==> config.mk <==
export PLATFORM = sky130hd
export DESIGN_NAME = inert_intf
export DESIGN_NICKNAME = d
export VERILOG_FILES = /design/src/rtl/inert_pkg.sv /design/src/rtl/spi_mnrch.sv /design/src/rtl/inert_intf.sv
export SDC_FILE = /design/constraint.sdc
export NUM_CORES = 1
export LEC_CHECK = 0
export ABC_AREA = 1
export BUFFER_PORTS_ARGS = -buffer_cell sky130_fd_sc_hd__buf_2
export CAP_MARGIN = 0
export CORE_AREA = 2 2 130 132
export DETAILED_ROUTE_END_ITERATION = 10
export DIE_AREA = 0 0 132 134
export GPL_ROUTABILITY_DRIVEN = 0
export GPL_TIMING_DRIVEN = 0
export PLACE_DENSITY_LB_ADDON = 0.15
export SLEW_MARGIN = 10
export SYNTH_ARGS = -nofsm -noshare
export SYNTH_HDL_FRONTEND = slang
export SYNTH_SLANG_ARGS = --single-unit
export TNS_END_PERCENT = 30
==> constraint.sdc <==
create_clock -name clk -period 2.2 [get_ports clk]
set_input_delay 0.33 -clock clk [delete_from_list [all_inputs] [get_ports clk]]
set_output_delay 0.33 -clock clk [all_outputs]
set_load 0.005 [all_outputs]
==> src/rtl/inert_pkg.sv <==
// Shared types and constants for the inertial sensor SPI front end.
// Holds the sequencer and SPI engine state encodings plus the sensor register map.
package inert_pkg;

    typedef enum logic [3:0] {
        PWR_WAIT,
        INIT1,
        INIT2,
        INIT3,
        INIT4,
        WAIT_INT,
        RD_PL,
        RD_PH,
        RD_AL,
        RD_AH,
        DONE
    } state_t;

    typedef enum logic [1:0] {
        SPI_IDLE,
        SPI_SHIFT,
        SPI_BACK
    } spi_state_t;

    localparam logic [15:0] CFG_INT   = 16'h0D02;
    localparam logic [15:0] CFG_ACCEL = 16'h1053;
    localparam logic [15:0] CFG_GYRO  = 16'h1150;
    localparam logic [15:0] CFG_ROUND = 16'h1460;

    localparam logic [7:0] PITCH_L = 8'h22;
    localparam logic [7:0] PITCH_H = 8'h23;
    localparam logic [7:0] AZ_L    = 8'h2C;
    localparam logic [7:0] AZ_H    = 8'h2D;

    // Read frames carry the read flag in bit 15 and a don't-care low byte.
    function automatic logic [15:0] rd_cmd(input logic [7:0] addr);
        return {1'b1, addr[6:0], 8'h00};
    endfunction

endpackage

==> src/rtl/spi_mnrch.sv <==
// 16-bit mode-3 SPI master: SCLK divider, bit counter and a shared tx/rx shift register.
// One transaction per wrt strobe; done pulses for one clock when SS_n rises.
module spi_mnrch
    import inert_pkg::*;
#(
    parameter int unsigned SCLK_DIV_W = 5
) (
    input  logic        clk,
    input  logic        rst,
    input  logic        wrt,
    input  logic [15:0] wt_data,
    output logic        done,
    output logic [15:0] rd_data,
    output logic        SS_n,
    output logic        SCLK,
    output logic        MOSI,
    input  logic        MISO
);

    // Divider starts at half scale so SCLK (its MSB) stays high through the front porch.
    localparam logic [SCLK_DIV_W-1:0] DIV_HALF = {1'b1, {(SCLK_DIV_W-1){1'b0}}};
    localparam logic [SCLK_DIV_W-1:0] DIV_RISE = {1'b0, {(SCLK_DIV_W-1){1'b1}}};

    spi_state_t            state_q, state_d;
    logic [SCLK_DIV_W-1:0] div_q, div_d;
    logic [3:0]            bit_q, bit_d;
    logic [15:0]           shft_q, shft_d;
    logic                  ss_n_q, ss_n_d;
    logic                  mosi_q, mosi_d;
    logic                  done_q, done_d;
    logic                  sclk_fall, sclk_rise;

    assign sclk_fall = (state_q == SPI_SHIFT) && (div_q == '1);
    assign sclk_rise = (state_q == SPI_SHIFT) && (div_q == DIV_RISE);

    always_comb begin
        state_d = state_q;
        div_d   = div_q;
        bit_d   = bit_q;
        shft_d  = shft_q;
        ss_n_d  = ss_n_q;
        mosi_d  = mosi_q;
        done_d  = 1'b0;
        unique case (state_q)
            SPI_IDLE: begin
                div_d = DIV_HALF;
                if (wrt) begin
                    ss_n_d  = 1'b0;
                    shft_d  = wt_data;
                    bit_d   = '0;
                    state_d = SPI_SHIFT;
                end
            end
            SPI_SHIFT: begin
                div_d = div_q + 1'b1;
                if (sclk_fall) begin
                    mosi_d = shft_q[15];
                    shft_d = {shft_q[14:0], 1'b0};
                end
                if (sclk_rise) begin
                    shft_d[0] = MISO;
                    bit_d     = bit_q + 4'd1;
                    if (bit_q == 4'd15) begin
                        state_d = SPI_BACK;
                    end
                end
            end
            SPI_BACK: begin
                ss_n_d  = 1'b1;
                done_d  = 1'b1;
                state_d = SPI_IDLE;
            end
            default: state_d = SPI_IDLE;
        endcase
    end

    always_ff @(posedge clk) begin
        if (rst) begin
            state_q <= SPI_IDLE;
            div_q   <= DIV_HALF;
            bit_q   <= '0;
            shft_q  <= '0;
            ss_n_q  <= 1'b1;
            mosi_q  <= 1'b0;
            done_q  <= 1'b0;
        end else begin
            state_q <= state_d;
            div_q   <= div_d;
            bit_q   <= bit_d;
            shft_q  <= shft_d;
            ss_n_q  <= ss_n_d;
            mosi_q  <= mosi_d;
            done_q  <= done_d;
        end
    end

    assign SS_n    = ss_n_q;
    assign SCLK    = div_q[SCLK_DIV_W-1];
    assign MOSI    = mosi_q;
    assign done    = done_q;
    assign rd_data = shft_q;

endmodule

==> src/rtl/inert_intf.sv <==
// Inertial sensor front end: power-up wait, sensor configuration, then one pitch-rate/AZ
// read burst per data-ready interrupt, presented with a one-clock vld strobe.
module inert_intf
    import inert_pkg::*;
#(
    parameter int unsigned INIT_WAIT_W = 16,
    parameter int unsigned SCLK_DIV_W  = 5
) (
    input  logic        clk,
    input  logic        rst,
    input  logic        INT,
    input  logic        MISO,
    output logic        SS_n,
    output logic        SCLK,
    output logic        MOSI,
    output logic        vld,
    output logic [15:0] ptch_rt,
    output logic [15:0] AZ
);

    state_t                 state_q, state_d;
    logic [INIT_WAIT_W-1:0] wait_q, wait_d;
    logic                   int_ff1_q, int_ff2_q;
    logic [7:0]             pl_q, pl_d, ph_q, ph_d, al_q, al_d, ah_q, ah_d;
    logic [15:0]            ptch_q, ptch_d, az_q, az_d;
    logic                   vld_q, vld_d;
    logic                   wrt, done;
    logic [15:0]            wt_data, rd_data;
    logic                   unused_rd_hi;

    // Only the low byte of each read frame carries register data.
    assign unused_rd_hi = ^rd_data[15:8];

    spi_mnrch #(
        .SCLK_DIV_W(SCLK_DIV_W)
    ) u_spi (
        .clk    (clk),
        .rst    (rst),
        .wrt    (wrt),
        .wt_data(wt_data),
        .done   (done),
        .rd_data(rd_data),
        .SS_n   (SS_n),
        .SCLK   (SCLK),
        .MOSI   (MOSI),
        .MISO   (MISO)
    );

    // Each state names the transaction in flight; wrt fires on the way in, done moves on.
    always_comb begin
        state_d = state_q;
        wait_d  = wait_q;
        pl_d    = pl_q;
        ph_d    = ph_q;
        al_d    = al_q;
        ah_d    = ah_q;
        ptch_d  = ptch_q;
        az_d    = az_q;
        vld_d   = 1'b0;
        wrt     = 1'b0;
        wt_data = '0;
        unique case (state_q)
            PWR_WAIT: begin
                wait_d = wait_q + 1'b1;
                if (&wait_q) begin
                    wrt     = 1'b1;
                    wt_data = CFG_INT;
                    state_d = INIT1;
                end
            end
            INIT1: if (done) begin
                wrt     = 1'b1;
                wt_data = CFG_ACCEL;
                state_d = INIT2;
            end
            INIT2: if (done) begin
                wrt     = 1'b1;
                wt_data = CFG_GYRO;
                state_d = INIT3;
            end
            INIT3: if (done) begin
                wrt     = 1'b1;
                wt_data = CFG_ROUND;
                state_d = INIT4;
            end
            INIT4: if (done) state_d = WAIT_INT;
            WAIT_INT: if (int_ff2_q) begin
                wrt     = 1'b1;
                wt_data = rd_cmd(PITCH_L);
                state_d = RD_PL;
            end
            RD_PL: if (done) begin
                pl_d    = rd_data[7:0];
                wrt     = 1'b1;
                wt_data = rd_cmd(PITCH_H);
                state_d = RD_PH;
            end
            RD_PH: if (done) begin
                ph_d    = rd_data[7:0];
                wrt     = 1'b1;
                wt_data = rd_cmd(AZ_L);
                state_d = RD_AL;
            end
            RD_AL: if (done) begin
                al_d    = rd_data[7:0];
                wrt     = 1'b1;
                wt_data = rd_cmd(AZ_H);
                state_d = RD_AH;
            end
            RD_AH: if (done) begin
                ah_d    = rd_data[7:0];
                state_d = DONE;
            end
            DONE: begin
                ptch_d  = {ph_q, pl_q};
                az_d    = {ah_q, al_q};
                vld_d   = 1'b1;
                state_d = WAIT_INT;
            end
            default: state_d = PWR_WAIT;
        endcase
    end

    always_ff @(posedge clk) begin
        if (rst) begin
            state_q   <= PWR_WAIT;
            wait_q    <= '0;
            int_ff1_q <= 1'b0;
            int_ff2_q <= 1'b0;
            pl_q      <= '0;
            ph_q      <= '0;
            al_q      <= '0;
            ah_q      <= '0;
            ptch_q    <= '0;
            az_q      <= '0;
            vld_q     <= 1'b0;
        end else begin
            state_q   <= state_d;
            wait_q    <= wait_d;
            int_ff1_q <= INT;
            int_ff2_q <= int_ff1_q;
            pl_q      <= pl_d;
            ph_q      <= ph_d;
            al_q      <= al_d;
            ah_q      <= ah_d;
            ptch_q    <= ptch_d;
            az_q      <= az_d;
            vld_q     <= vld_d;
        end
    end

    assign vld     = vld_q;
    assign ptch_rt = ptch_q;
    assign AZ      = az_q;

endmodule

==> reports/results.ini <==
[worst_setup_path]
start_kind = flop
path_class = reg -> reg
cp_data_arrival_time_ns = 2.19
worst_path_max_delay_cell = dfxtp_1
required_ns = 2.48
cp_top_family = simple AND/OR/NAND/NOR gates
slowest_delay_ns = 0.36
worstSetupEndpointType = flop
regToRegSetupSlack_ns = 0.29
path_buf_inv = 1
cp_max_fo = 5
path_cells = ha_1 > inv_1 > nor3_1 > ha_1 > nor2_1 > nor2_1 > nand2_1 > nand2_1 > a21oi_1

[clocking]
cts-resized-gates = 0
cts_buffers = 17
cts_root_buf = clkbuf_16
cts.clk_slew.worst_paths_ns = 0.06
cts_sinks = 117
clk_path_buf_depth = 2
post_cts_buffers = 0
clk_latency_ns = 0.42
cts_tree = yes
htree_levels = 4
hold_buffers = 0

[floorplanning]
core_area_mm2 = 0.0163
start_util_pct = 29.6
ios = 40
row_count = 47
die_h_um = 134
die-area_mm2 = 0.0177
die_x_um = 132

[timing]
setup_viol = 0
fin_crit_ns = 1.91
period_share_pct = 87.0
fmax_mhz = 522
clock_skew_ns = 0.0109
slew_viol_final = 0
worst_pin_slew_ns = 0.683
fin_setup_tns_ns = 0
slew-limit-headroom_pct = 54.5
final-hold-violation-count = 0
timing.hold.ws_ns = 0.116
grt_setup_unrepaired = no

[cells_and_area]
syn2layout_area_growth_pct = 22.1
final_common_cell = nor2_1
layout_common_cells = nor2_1, dfxtp_1, nand2_1, o21ai_0, a21oi_1
stdcell_count = 955
nNetsFinal = 731
antenna_cells = 0
regArea_mm2 = 0.00234
fill_cells = 1743
multi_input_area_mm2 = 0.00211
drive_gt1_share_pct = 13.2

[grt]
grt_max_degree = 17
grt_overflow_total = 0
grt_usage_pct = 15.2
first_global_vias = 4078
grt_pass1_wl_mm = 21.1
antenna_found_initial = 0

[logic_synthesis]
avgSynthCellArea_um2 = 7.27
ys_seq_area_share_pct = 48.5
syn_inst = 664
synth_area_mm2 = 0.00483
ys_ff_latch = 117
yosys_warnings = 0
yosysUniqueCellTypes = 27
syn_nets = 673

[min_path]
hold_class = in -> reg

[drt]
wirelength_mm = 12.9
drtPass1Iterations = 5
via_per_inst = 4.61
num_vias = 4405
ant_nets = 0
drc = 0
drt_iter0_markers = 249
wl_per_cell_um = 13.5

[placed_design]
dpl.cell_count = 923
portBuffers = 39
hpwlAfterDp_mm = 9.27

[flow_run]
maxCapViolations = 0

[pwr]
power_density_mw_per_mm2 = 961
vdd_drop_max_mv = 0.537
p_leak_uw = 0.00258

[status]
status = finished, final reports clean

-- final cells by class --
class                      count  area share (%)
inverter                      64            4.10
buffer                        30            2.38
timing repair buffer          39            3.31
sequential                   117            39.7
clock inverter                13            2.55
tap                          220            4.67
multi-input combinational    453            35.8
clock buffer                  19            7.51
-- synthesized netlist by cell type, drive strengths merged --
| library cell | instances | area (um^2) |
|---|---|---|
| a211oi | 3 | 22.5 |
| a21oi | 66 | 330 |
| a31oi | 3 | 18.8 |
| and3 | 1 | 6.26 |
| buf | 7 | 53.8 |
| clkbuf | 23 | 86.3 |
| clkinv | 2 | 8.75 |
| dfxtp | 117 | 2340 |
| ha | 5 | 62.6 |
| inv | 62 | 233 |
| nand2 | 108 | 430 |
| nand3 | 38 | 200 |
| nand4 | 7 | 43.8 |
| nor2 | 135 | 527 |
| nor3 | 7 | 35.0 |
| nor4 | 1 | 6.26 |
| o211ai | 2 | 15.0 |
| o21a | 3 | 22.5 |
| o21ai | 70 | 350 |
| xor2 | 4 | 35.0 |
-- routing by layer --
layer / track usage (%) / vias up / wire (um)
li1: - / 2281 / -
met1: 19.8 / 2004 / 6230
met2: 24.0 / 106 / 5840
met3: 4.35 / 14 / 661
met4: 5.80 / 0 / 197
met5: 0 / - / 0
-- sequential cells by signal, summed over array words and instances (netlist names), 2 cells and up --
register / flops
pl_q: 8
ptch_rt: 16
u_spi.rd_data: 16
ah_q: 8
state_q: 4
ph_q: 8
u_spi.div_q: 5
u_spi.state_q: 2
u_spi.bit_q: 4
wait_q: 16
al_q: 8
AZ: 16
-- stage by stage --
step / area [um^2] / util, % / setup WS (ns) / total power [uW]
after floorplan: 4830 / - / 0.636 / 2770
after global placement: 5300 / 32.5 / 0.248 / 2960
after detailed placement: 5300 / 32.5 / 0.188 / 2970
after CTS: 5890 / 36.2 / 0.186 / 5730
after global routing: 5900 / 36.2 / 0.0598 / 5940
final: 5900 / 36.2 / 0.285 / 5660
-- cell families after synthesis --
logic type      count (synthesis)  synth area share [%]
compound gates                147                  15.7
xor+xnor                        4                 0.725
fa+ha+maj                       5                  1.30
buf+inv                        94                  7.90
flops                         117                  48.5
simple gates                  297                  25.9
-- power breakdown --
part | internal, uW | switching, uW | total [uW]
Combinational | 209 | 414 | 623
Clock | 1710 | 1030 | 2740
Sequential | 2230 | 80.0 | 2310
Total | 4140 | 1520 | 5660
-- tightest hold or removal path: cells and delay by family --
family        cells  cell delay [ns]
buf+inv           2             0.10
simple gates      1             0.06
-- worst paths after layout --
| check | start | end | depth (start not counted) |
|---|---|---|---|
| worst max-delay path | u_spi.div_q[1]$_SDFFE_PP0N_ | u_spi.bit_q[2]$_SDFFE_PP0P_ | 9 |
| worst min-delay path | INT | int_ff1_q$_SDFF_PP0_ | 3 |
| worst max register to register | u_spi.div_q[1]$_SDFFE_PP0N_ | u_spi.bit_q[2]$_SDFFE_PP0P_ | 9 |
| worst min register to register | int_ff1_q$_SDFF_PP0_ | int_ff2_q$_SDFF_PP0_ | 2 |
(Power assumes the default switching activity.)
